==> src/rtl/field_rom_scheduler_if.sv <==
// Point-query request/response bus between game logic and the field ROM scheduler.
// The requester holds q_valid/q_x/q_y until q_ready; responses arrive as r_valid strobes.
interface field_rom_scheduler_if;
  logic       q_valid;
  logic [7:0] q_x;
  logic [6:0] q_y;
  logic       q_ready;
  logic       r_valid;
  logic [3:0] r_data;
  logic       r_err;

  modport master (
    output q_valid, q_x, q_y,
    input  q_ready, r_valid, r_data, r_err
  );

  modport slave (
    input  q_valid, q_x, q_y,
    output q_ready, r_valid, r_data, r_err
  );
endinterface

==> src/rtl/field_rom_scheduler.sv <==
// Time-slot arbiter for the single-port 160x120x4 field ROM: one display fetch per
// 4-pixel span while visible, point queries on every other cycle, 2-cycle tagged pipeline.
module field_rom_scheduler (
  input  logic                  vga_clk,
  input  logic                  reset_n,
  input  logic [9:0]            DrawX,
  input  logic [9:0]            DrawY,
  input  logic                  blank,
  field_rom_scheduler_if.slave  q_if,
  output logic [14:0]           rom_addr,
  input  logic [3:0]            rom_q,
  output logic [3:0]            pix_index,
  output logic                  pix_valid
);

  localparam int unsigned ROM_W = 160;
  localparam int unsigned ROM_H = 120;
  localparam int unsigned AW    = 15;
  localparam int unsigned DW    = 4;

  localparam logic [1:0] TAG_NONE = 2'd0;
  localparam logic [1:0] TAG_DISP = 2'd1;
  localparam logic [1:0] TAG_QRY  = 2'd2;
  localparam logic [1:0] TAG_QERR = 2'd3;

  // row * 160 as two shifts; largest in-range result is 119*160 = 19040
  function automatic logic [AW-1:0] row_base(input logic [7:0] row);
    row_base = (AW'(row) << 7) + (AW'(row) << 5);
  endfunction

  logic          disp_slot_c;
  logic          q_acc_c;
  logic          q_in_range_c;
  logic [AW-1:0] disp_addr_c;
  logic [AW-1:0] qry_addr_c;
  logic          unused_draw_y_c;

  logic [AW-1:0] rom_addr_q, rom_addr_d;
  logic [1:0]    tag1_q, tag1_d;
  logic [DW-1:0] hold_q, hold_d;
  logic          blank_d1_q;
  logic          pix_valid_q;
  logic [DW-1:0] pix_index_q, pix_index_d;
  logic          r_valid_q, r_valid_d;
  logic [DW-1:0] r_data_q, r_data_d;
  logic          r_err_q, r_err_d;

  // Slot classification and candidate addresses
  assign disp_slot_c     = blank & (DrawX[1:0] == 2'b00);
  assign q_if.q_ready    = reset_n & ~disp_slot_c;
  assign q_acc_c         = q_if.q_valid & q_if.q_ready;
  assign q_in_range_c    = (q_if.q_x < 8'(ROM_W)) & (q_if.q_y < 7'(ROM_H));
  assign disp_addr_c     = AW'(DrawX[9:2]) + row_base(DrawY[9:2]);
  assign qry_addr_c      = AW'(q_if.q_x) + row_base(8'(q_if.q_y));
  assign unused_draw_y_c = ^DrawY[1:0];

  // Stage 1: pick the slot owner; out-of-range queries leave the address alone
  always_comb begin
    rom_addr_d = rom_addr_q;
    tag1_d     = TAG_NONE;
    if (disp_slot_c) begin
      rom_addr_d = disp_addr_c;
      tag1_d     = TAG_DISP;
    end else if (q_acc_c) begin
      if (q_in_range_c) begin
        rom_addr_d = qry_addr_c;
        tag1_d     = TAG_QRY;
      end else begin
        tag1_d     = TAG_QERR;
      end
    end
  end

  // Stage 2: route rom_q by tag into the pixel hold register or the response port
  always_comb begin
    hold_d    = hold_q;
    r_valid_d = 1'b0;
    r_data_d  = r_data_q;
    r_err_d   = r_err_q;
    case (tag1_q)
      TAG_DISP: hold_d = rom_q;
      TAG_QRY: begin
        r_valid_d = 1'b1;
        r_data_d  = rom_q;
        r_err_d   = 1'b0;
      end
      TAG_QERR: begin
        r_valid_d = 1'b1;
        r_data_d  = '0;
        r_err_d   = 1'b1;
      end
      default: ;
    endcase
    pix_index_d = blank_d1_q ? hold_d : '0;
  end

  always_ff @(posedge vga_clk or negedge reset_n) begin
    if (!reset_n) begin
      rom_addr_q  <= '0;
      tag1_q      <= TAG_NONE;
      hold_q      <= '0;
      blank_d1_q  <= 1'b0;
      pix_valid_q <= 1'b0;
      pix_index_q <= '0;
      r_valid_q   <= 1'b0;
      r_data_q    <= '0;
      r_err_q     <= 1'b0;
    end else begin
      rom_addr_q  <= rom_addr_d;
      tag1_q      <= tag1_d;
      hold_q      <= hold_d;
      blank_d1_q  <= blank;
      pix_valid_q <= blank_d1_q;
      pix_index_q <= pix_index_d;
      r_valid_q   <= r_valid_d;
      r_data_q    <= r_data_d;
      r_err_q     <= r_err_d;
    end
  end

  assign rom_addr     = rom_addr_q;
  assign pix_index    = pix_index_q;
  assign pix_valid    = pix_valid_q;
  assign q_if.r_valid = r_valid_q;
  assign q_if.r_data  = r_data_q;
  assign q_if.r_err   = r_err_q;

endmodule

==> src/flat_wrapper.sv <==
// flat-port wrapper written by rule: the top's interface ports become plain ports
module field_rom_scheduler_flat 
  (vga_clk, reset_n, DrawX, DrawY, blank, rom_addr, rom_q, pix_index, pix_valid, q_if_q_valid, q_if_q_x, q_if_q_y, q_if_q_ready, q_if_r_valid, q_if_r_data, q_if_r_err);
  field_rom_scheduler_if q_if_i ();
  input  logic vga_clk;
  input  logic reset_n;
  input  logic [9:0] DrawX;
  input  logic [9:0] DrawY;
  input  logic blank;
  output logic [14:0] rom_addr;
  input  logic [3:0] rom_q;
  output logic [3:0] pix_index;
  output logic pix_valid;
  input wire logic [$bits(q_if_i.q_valid)-1:0] q_if_q_valid;
  input wire logic [$bits(q_if_i.q_x)-1:0] q_if_q_x;
  input wire logic [$bits(q_if_i.q_y)-1:0] q_if_q_y;
  output wire logic [$bits(q_if_i.q_ready)-1:0] q_if_q_ready;
  output wire logic [$bits(q_if_i.r_valid)-1:0] q_if_r_valid;
  output wire logic [$bits(q_if_i.r_data)-1:0] q_if_r_data;
  output wire logic [$bits(q_if_i.r_err)-1:0] q_if_r_err;
  assign q_if_i.q_valid = q_if_q_valid;
  assign q_if_i.q_x = q_if_q_x;
  assign q_if_i.q_y = q_if_q_y;
  assign q_if_q_ready = q_if_i.q_ready;
  assign q_if_r_valid = q_if_i.r_valid;
  assign q_if_r_data = q_if_i.r_data;
  assign q_if_r_err = q_if_i.r_err;
  field_rom_scheduler u_core (.vga_clk(vga_clk), .reset_n(reset_n), .DrawX(DrawX), .DrawY(DrawY), .blank(blank), .q_if(q_if_i), .rom_addr(rom_addr), .rom_q(rom_q), .pix_index(pix_index), .pix_valid(pix_valid));
endmodule
==> config.mk <==
export PLATFORM = sky130hd
export DESIGN_NAME = field_rom_scheduler_flat
export DESIGN_NICKNAME = d
export VERILOG_FILES = /design/src/rtl/field_rom_scheduler_if.sv /design/src/rtl/field_rom_scheduler.sv /design/src/flat_wrapper.sv
export SDC_FILE = /design/constraint.sdc
export NUM_CORES = 1
export LEC_CHECK = 0
export ABC_AREA = 1
export CAP_MARGIN = 5
export CORE_MARGIN = 4
export CORE_UTILIZATION = 25
export DETAILED_ROUTE_END_ITERATION = 10
export PLACE_DENSITY = 0.57
export SYNTH_ARGS = -nofsm -noshare
export SYNTH_HDL_FRONTEND = slang
export SYNTH_SLANG_ARGS = --single-unit
==> constraint.sdc <==
create_clock -name vga_clk -period 1.85 [get_ports vga_clk]
set_clock_uncertainty 0.15 [all_clocks]
set_input_delay 0.185 -clock vga_clk [delete_from_list [all_inputs] [get_ports vga_clk]]
set_output_delay 0.185 -clock vga_clk [all_outputs]
set_load 0.01 [all_outputs]
==> impl_metrics.ini, run 1 <==
[pwr]
p_int_mw = 1.928
p_switching_uw = 889.3
peakVddDrop_uv = 329.6
powerDensity_nw_per_um2 = 731.9
seqPwrFrac_pct = 33.0
p_comb_share_pct = 42.3
clock_power_share_pct = 24.7
p_leak_nw = 1.909
switching_share_pct = 31.57

[timing]
fin_setup_tns_ns = 0
fin_crit_ns = 1.835
finalCritPeriodShare_pct = 99.17
rsz0062_at_grt = yes
setup_violations = 0
worstMarginPinSlew_ns = 0.4206
maxClockFrequency_mhz = 545.0
hold_viol = 0
relSlewSlack_pct = 71.96
drv_slew = 0
hold_ws_ns = 0.2070

[min_path]
min_to = u_core.tag1_q[0]
whs_path_depth = 5
hold_class = input pin to flop
worstHoldStart = q_if_q_x[7]

[synthesis]
synthTopCellsByArea = dfrtp_1 (34%), nand2_1 (15%), ha_1 (14%)
syn_nets = 399
ys_ff_latch = 33
synth.top_cell.area_share_pct = 34.06
yosysUniqueCellTypes = 26
synth_warnings = 0
avgSynthCellArea_um2 = 7.484
async_flop_share_pct = 100.0
synth_common_cells = nand2_1 (98), inv_1 (52), dfrtp_1 (33), ha_1 (28), nor2_1 (23)
ys_seq_area_share_pct = 34.06
synth.most_common_cell = nand2_1
synth_top_area_cell = dfrtp_1
synth_area_um2 = 2425
ys.flop_type = dfrtp_1
synth_edf_count = 0
synthesis.instances = 324

[global_route]
grt_pass1_wl_um = 10620
grt_max_degree = 34
grt_overflow_total = 0
gr-usage-met2_pct = 20.86
gr-usage-met1_pct = 13.76
antenna_found_initial = 0
use_met3_pct = 2.732
grt_pass1_vias = 2348
track_usage_pct = 11.51
grt.busiest_layer = met2

[setup_path]
startpoint = DrawY[2]
criticalPathCategory = input pin to flop
critical_path_peak_fanout = 4
critical_path_buf_inv_count = 3
cpMostUsedCell = nand2_1
cp_top_family = adder cells
startpoint_type = input pin
worstRegToRegCells = 4
max_stage_delay_ns = 0.55
cp_slowest_cell = fa_1
reg2reg_slack_ns = 0.48
crit_required_ns = 1.92
endpoint_kind = flop
path_cells = buf_8 > inv_4 > fa_1 > inv_2 > fa_2 > nand2_2 > nand2_4 > nand3b_1 > nand2_1 > nand2_1 > nand3_1 > nand2_1 > nand2_1 > nand2_1
reg2reg_to = u_core.pix_index[0]
cp.arrival_ns = 1.91
reg2reg_from = u_core.tag1_q[0]

[final_layout]
area_delta_synth_final_pct = 58.72
antenna_cells = 0
final_nets = 497
n_fill_cell = 961
multi_input_area_um2 = 1609
final_layout_size_suffix_gt1_share_pct = 23.64
seq_area_um2 = 825.8

[route]
detail_route.wl_per_cell_um = 11.76
first_pass_iters = 4
ant_nets = 0
drc = 0
avgViaCountPerCell = 4.216
drt_iter0_drc = 61
wl_um = 6494
via_count = 2327

[flow_run]
drv_cap = 0

[floorplan]
ios = 70
die_w_um = 106.5
die_area_um2 = 11340
coreArea_um2 = 9328
dieHeight_um = 106.5
rows = 35
initial_core_util_pct = 26.00

[cts]
cts_buffers = 5
clkTransAtPathRegs_ns = 0.07
ctsRootBufferMaster = clkbuf_8
clock_latency_ns = 0.28
cts.htree.levels = 2
cts_tree = built
ctsLongestPathBuffers = 2
clock_sinks = 33

[placed_design]
hpwlAfterDp_um = 5109
place.gp.congestion = 0.8164
port-buffer-count = 67

[status]
status = finished clean
[cell families after synthesis]
logic type	count (synthesis)	synth area share [%]
AOI/OAI and AO/OA	33	7.276
adders and majority gates	32	17.75
xor gates and xnor gates	3	1.084
DFF	33	34.06
buffers and inverters	62	11.25
and+or+nand+nor	161	28.59
[final cells by class]
type / instances / share of cell area [%]
Tap cell: 129 / 4.194
Clock inverter: 1 / 0.7802
Timing Repair Buffer: 99 / 23.80
Inverter: 54 / 5.722
Sequential cell: 33 / 21.46
Multi-Input combinational cell: 229 / 41.81
Clock buffer: 7 / 2.243
[metal layers]
layer  vias up  part of all wire (%)
met1      1058                    44
met3         8                   5.0
met4         0                   1.0
met5         -                     0
met2        52                    50
li1       1209                     -
[stage by stage]
stage	util, %	worst slack [ns]	total power, mW	cells	instance area (um2)
2_1_floorplan	-	-0.02173	1.474	324	2445
3_3_place_gp	37.06	-0.7036	2.022	543	3457
3_5_place_dp	37.06	-0.7689	2.037	543	3457
4_1_cts	39.61	0.004678	2.812	552	3695
5_1_grt	41.26	-0.07716	3.025	552	3849
6_report	41.26	0.01530	2.817	552	3849
[registers in the layout, indices dropped and copies added, names as in the netlist]
signal               count
u_core.rom_addr         15
u_core.hold_q            4
u_core.pix_index         4
u_core.q_if.r_data       4
u_core.tag1_q            2
u_core.blank_d1_q        1
u_core.pix_valid         1
u_core.q_if.r_err        1
u_core.q_if.r_valid      1
[power groups by stage]
stage	logic [mW]	registers [mW]	clock network (mW)
6_report	1.19	0.930	0.694
5_1_grt	1.33	0.947	0.747
4_1_cts	1.16	0.933	0.719
3_5_place_dp	1.09	0.943	0
3_3_place_gp	1.08	0.944	0
2_1_floorplan	0.485	0.989	0
[worst max path at each step]
stage	end	slack, ns	depth (start not counted)
floorplan	u_core.rom_addr[12]	-0.02	12
global placement	u_core.rom_addr[14]	-0.70	12
finish	u_core.rom_addr[12]	0.02	14
CTS	u_core.rom_addr[12]	0.005	12
detailed placement	u_core.rom_addr[14]	-0.77	12
global route	u_core.rom_addr[12]	-0.08	14
[placed cells by master (no fill, tap or decap), drive strengths merged, types with 2 or more instances in the layout]
master | netlist | layout
ha | 28 | 28
dlygate4sd2 | 0 | 6
nand3b | 5 | 5
clkbuf | 5 | 7
nand2 | 101 | 101
dlymetal6s2s | 0 | 7
buf | 3 | 38
inv | 54 | 54
fa | 4 | 4
a21oi | 11 | 11
o21ai | 13 | 13
clkdlybuf4s15 | 0 | 2
xor2 | 2 | 2
clkdlybuf4s50 | 0 | 46
or2 | 3 | 3
nand3 | 22 | 22
a31oi | 8 | 8
dfrtp | 33 | 33
nor2 | 29 | 29
[tightest hold or removal path, cell delays in order]
cell and delay (ns):
buf_2 0.12, o21ai_0 0.09, nand2_2 0.09, nand2_1 0.07, nand2_1 0.04
[what timing repair did]
action                                 in CTS  in global routing
hold buffers                                0                  0
endpoints found under the hold margin       0                  0
buffers inserted                            1                  0
pin swaps                                  23                 13
resized for setup                          56                 26
setup endpoints to repair                   9                  7
(Power assumes the default switching activity.)
==> run 2, diff against run 1 <==
--- a/config.mk
+++ b/config.mk
@@ -11,6 +11,7 @@
 export CORE_UTILIZATION = 25
 export DETAILED_ROUTE_END_ITERATION = 10
 export PLACE_DENSITY = 0.57
+export SLEW_MARGIN = 0
 export SYNTH_ARGS = -nofsm -noshare
 export SYNTH_HDL_FRONTEND = slang
 export SYNTH_SLANG_ARGS = --single-unit
==> results of run 2 <==
Final layout, timing and power as in run 1 (identical DEF).
==> run 3, diff against run 2 <==
--- a/config.mk
+++ b/config.mk
@@ -9,6 +9,7 @@
 export CAP_MARGIN = 5
 export CORE_MARGIN = 4
 export CORE_UTILIZATION = 25
+export CTS_BUF_LIST = sky130_fd_sc_hd__clkbuf_4
 export DETAILED_ROUTE_END_ITERATION = 10
 export PLACE_DENSITY = 0.57
 export SLEW_MARGIN = 0
==> constraint.sdc (replaced) <==
create_clock -name vga_clk -period 1.7 [get_ports vga_clk]
set_clock_uncertainty 0.15 [all_clocks]
set_input_delay 0.17 -clock vga_clk [delete_from_list [all_inputs] [get_ports vga_clk]]
set_output_delay 0.17 -clock vga_clk [all_outputs]
set_load 0.01 [all_outputs]
==> impl_metrics.ini, run 3 (synthesis gave the netlist of run 1 again) <==
[cts]
cts.htree.levels = 2
clock_sinks = 33
ctsRootBufferMaster = clkbuf_4
clkTransAtPathRegs_ns = 0.09
cts_hold_buf = 0
clock_latency_ns = 0.33
post_cts_buffers = 0
ctsLongestPathBuffers = 2
cts_tree = built
cts_buffers = 5

[final_layout]
antenna_cells = 0
largest_reg_flops = 15
n_fill_cell = 929
layout.cells.non_filler = 554
final_layout_size_suffix_gt1_share_pct = 25.88
final_nets = 499
final_cell_mix = nand2_1 (92), clkdlybuf4s50_1 (45), inv_1 (44), dfrtp_1 (33), buf_4 (32)
final_common_cell = nand2_1
area_delta_synth_final_pct = 61.25
final_util_pct = 41.92

[placed_design]
port-buffer-count = 67
dp.cells = 546
hpwlAfterDp_um = 5158
place.gp.congestion = 0.7860

[timing]
setup_violations = 2
maxClockFrequency_mhz = 580.0
fin_setup_tns_ns = -0.02875
drv_slew = 0
worstMarginPinSlew_ns = 0.4222
hold_viol = 0
final.setup.worst_slack_ns = -0.02403
finalCritPeriodShare_pct = 101.4
rsz0062_at_grt = yes
relSlewSlack_pct = 71.85
fin_crit_ns = 1.724
hold_ws_ns = 0.1073

[pwr]
peakVddDrop_uv = 364.3
p_leak_nw = 1.883
powerDensity_nw_per_um2 = 748.8
power_mw = 2.928

[route]
wl_um = 6498
drc = 0
drt_iter0_drc = 78
via_count = 2370
first_pass_iters = 4
detail_route.wl_per_cell_um = 11.73
ant_nets = 0
avgViaCountPerCell = 4.278

[floorplan]
die_area_um2 = 11340
die_w_um = 106.5
initial_core_util_pct = 26.00
rows = 35
dieHeight_um = 106.5
coreArea_um2 = 9328
ios = 70

[global_route]
grt_pass1_wl_um = 10860
track_usage_pct = 11.74
grt_overflow_total = 0
grt_max_degree = 34
grt_pass1_vias = 2423
antenna_found_initial = 0

[setup_path]
cp_slowest_cell = fa_2
cpMostUsedCell = nand2_1
cp_top_family = adder cells
startpoint_type = input pin
critical_path_peak_fanout = 4
criticalPathCategory = input pin to flop
reg2reg_slack_ns = 0.21
path_cells = dlygate4sd2_1 > ha_4 > ha_4 > fa_2 > nand2_2 > nand2_4 > nand3b_1 > nand3_1 > nand3_1 > nand2_1 > nand2_1 > nand2_1
cp.arrival_ns = 1.81
critical_path_buf_inv_count = 1
max_stage_delay_ns = 0.40
endpoint_kind = flop
crit_required_ns = 1.78

[status]
violations = setup timing
status = finished, violations left

[min_path]
hold_class = input pin to flop

[flow_run]
drv_cap = 0
## run 3: changes by cell type in the layout (fill, tap and decap cells not counted), moves of 4 or more
cell / previous run / this run
dlygate4sd2_1: 6 / 11
ha_1: 8 / 4
clkbuf_8: 6 / 0
ha_4: 18 / 22
dlymetal6s2s_1: 7 / 3
clkbuf_4: 0 / 6
## run 3: tightest hold or removal path, delay by kind of cell
family                 cells  cell delay, ns
AOI/OAI and AO/OA          1            0.09
buffers and inverters      1            0.08
and+or+nand+nor            3            0.22
## run 3: path summary, 6_finish.rpt
kind,startpoint,endpoint,cells past startpoint
worst max-delay path,DrawX[8],u_core.rom_addr[12],12
min in group asynchronous,reset_n,u_core.rom_addr[0],2
max in group asynchronous,reset_n,u_core.rom_addr[9],2
worst max register to register,u_core.tag1_q[1],u_core.pix_index[2],3
worst min-delay path,q_if_q_x[7],u_core.tag1_q[0],5
worst min register to register,u_core.blank_d1_q,u_core.pix_valid,0
## run 3: layout make-up
type | instances | area, um2 | share of cell area (%)
clock inverter | 2 | 33.78 | 0.8640
multi-input combinational | 229 | 1672 | 42.75
inverter | 54 | 220.2 | 5.632
sequential | 33 | 825.8 | 21.12
timing repair buffer | 101 | 952.2 | 24.35
clock buffer | 6 | 45.04 | 1.152
tap | 129 | 161.4 | 4.128
## run 3: per-layer routing
| metal | wire (um) | global-route usage (%) | vias to the layer above |
|---|---|---|---|
| li1 | - | - | 1217 |
| met1 | 2914 | 14.78 | 1083 |
| met2 | 3158 | 19.77 | 58 |
| met3 | 332 | 2.975 | 12 |
| met4 | 92 | 3.562 | 0 |
| met5 | 0 | 0 | - |
## run 3: power by group
group	internal, mW	switching, mW	total, mW
Combinational	0.714	0.612	1.33
Clock	0.322	0.259	0.581
Sequential	0.931	0.0895	1.02
## run 3: what timing repair did
item                       in CTS  in global routing
setup endpoints to repair       9                  7
pin swaps                      27                 11
gates resized for setup        80                 15
gates cloned                    0                  0
## run 3: metrics by stage
step	cell area, um2	setup slack, ns
final	3910	-0.02403
after CTS	3832	-0.02910
after detailed placement	3507	-0.8929
after global routing	3910	-0.07590
after floorplan	2460	-0.1567
after global placement	3507	-0.8415
